[config.mk]
export PLATFORM = sky130hd
export DESIGN_NAME = rc_pred
export DESIGN_NICKNAME = d
export VERILOG_FILES = /design/src/rtl/rc_pred_pkg.sv /design/src/rtl/rc_full_adder.sv /design/src/rtl/rc_pred.sv
export SDC_FILE = /design/constraint.sdc
export NUM_CORES = 1
export LEC_CHECK = 0
export CAP_MARGIN = 20
export CORE_AREA = 2 2 39 41
export DETAILED_ROUTE_END_ITERATION = 8
export DIE_AREA = 0 0 41 43
export PLACE_DENSITY = 0.65
export SKIP_CTS_REPAIR_TIMING = 1
export SYNTH_ARGS = -nofsm -noshare
export SYNTH_HDL_FRONTEND = slang
export SYNTH_SLANG_ARGS = --single-unit
[constraint.sdc]
create_clock -name clk_50 -period 1.3 [get_ports clk_50]
set_input_delay 0.325 -clock clk_50 [delete_from_list [all_inputs] [get_ports clk_50]]
set_output_delay 0.325 -clock clk_50 [all_outputs]
set_load 0.02 [all_outputs]
[src/rtl/rc_pred_pkg.sv]
// Shared constants for the rc_pred parity-predicted adder.
package rc_pred_pkg;

  localparam int unsigned RC_WIDTH = 3;

endpackage

[src/rtl/rc_full_adder.sv]
// Single-bit full adder cell used to build the primary ripple-carry chain.
module rc_full_adder (
  input  logic a,
  input  logic b,
  input  logic ci,
  output logic s,
  output logic co
);

  // Sum and carry of one bit position
  always_comb begin
    s  = a ^ b ^ ci;
    co = (a & b) | (ci & (a ^ b));
  end

endmodule

[src/rtl/rc_pred.sv]
// Ripple-carry adder with parity prediction and a duplicate carry chain for
// concurrent error detection. All results are registered on clk_50.
module rc_pred
  import rc_pred_pkg::*;
#(
  parameter int unsigned WIDTH = RC_WIDTH
) (
  input  logic             clk_50,
  input  logic             reset_l,
  input  logic [WIDTH-1:0] a,
  input  logic [WIDTH-1:0] b,
  input  logic             cin,
  input  logic             parin,
  output logic [WIDTH-1:0] s,
  output logic             cout,
  output logic             parout,
  output logic             error_out
);

  logic [WIDTH:0]   c;
  logic [WIDTH-1:0] s_n;
  logic [WIDTH:0]   cd;
  logic [WIDTH-1:0] gd;
  logic [WIDTH-1:0] pd;
  logic             pred;
  logic             err_n;

  assign c[0] = cin;

  // Primary chain: one full adder per bit
  for (genvar i = 0; i < WIDTH; i++) begin : g_fa
    rc_full_adder u_fa (
      .a  (a[i]),
      .b  (b[i]),
      .ci (c[i]),
      .s  (s_n[i]),
      .co (c[i+1])
    );
  end

  // Duplicate carry chain from its own generate/propagate terms
  always_comb begin
    gd    = a & b;
    pd    = a ^ b;
    cd    = '0;
    cd[0] = cin;
    for (int unsigned i = 0; i < WIDTH; i++) begin
      cd[i+1] = gd[i] | (pd[i] & cd[i]);
    end
  end

  // Predicted sum parity and mismatch detection against the actual sum
  always_comb begin
    pred = ~parin ^ cin;
    for (int unsigned i = 1; i < WIDTH; i++) begin
      pred = pred ^ cd[i];
    end
    err_n = (pred ^ (^s_n)) | (c[WIDTH:1] != cd[WIDTH:1]);
  end

  // Output registers, cleared asynchronously
  always_ff @(posedge clk_50 or negedge reset_l) begin
    if (!reset_l) begin
      s         <= '0;
      cout      <= 1'b0;
      parout    <= 1'b0;
      error_out <= 1'b0;
    end else begin
      s         <= s_n;
      cout      <= c[WIDTH];
      parout    <= pred;
      error_out <= err_n;
    end
  end

endmodule

==> impl_metrics.json <==
{
  "p_total_uw": 748,
  "drtAntennaViolNets": 0,
  "syn_area_per_cell_um2": 14.9,
  "initialDrtViolationCount": 0,
  "gp_congestion": 0.627,
  "syn_area_um2": 328,
  "antenna_found_initial": 0,
  "die_y_um": 43,
  "grt_setup_unrepaired": "true",
  "yosysWarnings": 0,
  "num_vias": 229,
  "pin_count": 16,
  "p_seq_share_pct": 31.9,
  "placedCellCount": 58,
  "core_area_um2": 1380,
  "die_w_um": 41,
  "power_frac_comb_pct": 46.3,
  "layout_setup_ws_ns": -0.836,
  "cts_tree": "built",
  "ys_seq_area_share_pct": 45.8,
  "fmax_mhz": 468,
  "clock_sinks": 6,
  "tightest_slew_ns": 0.246,
  "finish.instance_area_um2": 626,
  "cp.required_ns": 1.41,
  "fin_cells": 63,
  "hp-class": "input pin to async pin",
  "drv_slew": 0,
  "worstPathMaxFanout": 2,
  "drc": 0,
  "startpoint": "a[0]",
  "slew_headroom_pct": 83.6,
  "syn-num-nets": 35,
  "power_frac_clock_pct": 21.8,
  "fillCellCount": 136,
  "cts_max_level": 1,
  "initial_utilization_pct": 23.7,
  "crit_type": "input pin to flip-flop",
  "numPortBuffers": 15,
  "swShare_pct": 27.9,
  "utilization_pct": 45.2,
  "fp-row-count": 14,
  "grt_pass1_vias": 234,
  "finalHoldViolCount": 0,
  "drt-wirelength-per-cell_um": 8.16,
  "setup-tns-final_ns": -1.49,
  "worstPathArrival_ns": 2.25,
  "dr.pass1.iters": 1,
  "routed_wl_um": 514,
  "finalSetupViolations": 3,
  "yosysUniqueCellTypes": 7,
  "maxCapViolations": 0,
  "ys_ff_latch": 6,
  "cts_buffers": 3,
  "power_density_nw_per_um2": 1200,
  "period_needed_ns": 2.14,
  "syn_inst": 22,
  "syn2layout_area_growth_pct": 90.8,
  "place_ws_ns": -1.54,
  "clkTransAtPathRegs_ns": 0.04,
  "failed_checks": "negative setup slack",
  "track_usage_pct": 7.72,
  "power.leakage_nw": 0.373,
  "dp_hpwl_um": 452,
  "drive_above_1_share_pct": 44.7,
  "status": "finished, violations left",
  "clock_path_buffers": 2,
  "grt_max_degree": 7,
  "cp-start-kind": "input pin",
  "p_switching_uw": 208,
  "diodes": 0,
  "ir_drop_uv": 372,
  "internal_power_uw": 540,
  "placed_cell_area_um2": 548,
  "holdWs_ns": 0.316,
  "grt_pass1_wl_um": 855,
  "die-area_um2": 1760,
  "cts_root_buffer": "clkbuf_4",
  "finalCritPeriodShare_pct": 164,
  "fin_nets": 62,
  "viasPerCell": 3.63,
  "critPathCaptureType": "flip-flop",
  "grt_overflow": 0
}
[sequential cells by signal, summed over array words and instances, names as in the netlist]
register / flops
s: 3
cout: 1
error_out: 1
parout: 1
[area by class of cell]
| type | count | area [µm²] | area share [%] |
|---|---|---|---|
| clock buffers | 3 | 22.5 | 3.60 |
| inverters | 8 | 37.5 | 6.00 |
| multi-input cells | 8 | 164 | 26.2 |
| flip-flops and latches | 6 | 150 | 24.0 |
| well taps | 16 | 20.0 | 3.20 |
| repair buffers | 22 | 231 | 37.0 |
[critical path, stage by stage]
cell	delay, ns
dlymetal6s2s_1	0.09
inv_1	0.05
fa_2	0.34
fa_2	0.36
inv_2	0.06
fa_1	0.44
xor3_1	0.38
xnor3_1	0.19
[layer usage]
layer | global-route usage, % | part of all wire, %
met5 | 0 | 0
met2 | 12.5 | 56
met3 | 1.57 | 11
met4 | 8.00 | 0
met1 | 7.00 | 32
[power groups by stage]
stage	Combinational [mW]	Sequential, mW	Clock [mW]
final	0.346	0.239	0.163
after CTS	0.343	0.242	0.173
after global placement	0.336	0.243	0
after global routing	0.380	0.243	0.178
after detailed placement	0.343	0.245	0
after floorplan	0.122	0.303	0
[logic make-up (layout without fill, tap and decap cells)]
logic type / count (synthesis) / after routing / synth area share (%)
buffers and inverters: 8 / 33 / 9.16
DFF: 6 / 6 / 45.8
xor gates and xnor gates: 5 / 5 / 26.7
adders and majority gates: 3 / 3 / 18.3
[cells in the mapped netlist (all sizes together)]
library cell  instances  area [µm²]
inv                   8        30.0
dfrtp                 6         150
fa                    3        60.1
xnor2                 3        41.3
xnor3                 1        22.5
xor3                  1        23.8
[placed cells by master (no fill, tap or decap), drive strengths merged]
| cell type | count |
|---|---|
| buf | 9 |
| inv | 8 |
| xnor2 | 3 |
| clkdlybuf4s50 | 4 |
| dfrtp | 6 |
| dlymetal6s2s | 9 |
| fa | 3 |
| clkbuf | 3 |
| xor3 | 1 |
| xnor3 | 1 |
[worst max path at each step]
stage	end	slack (ns)	cells past startpoint
after floorplan	error_out	-0.88	7
after global placement	error_out	-1.51	8
after detailed placement	error_out	-1.54	8
after CTS	error_out	-1.28	8
after global routing	error_out	-0.90	8
final	error_out	-0.84	8
(Power assumes the default switching activity.)
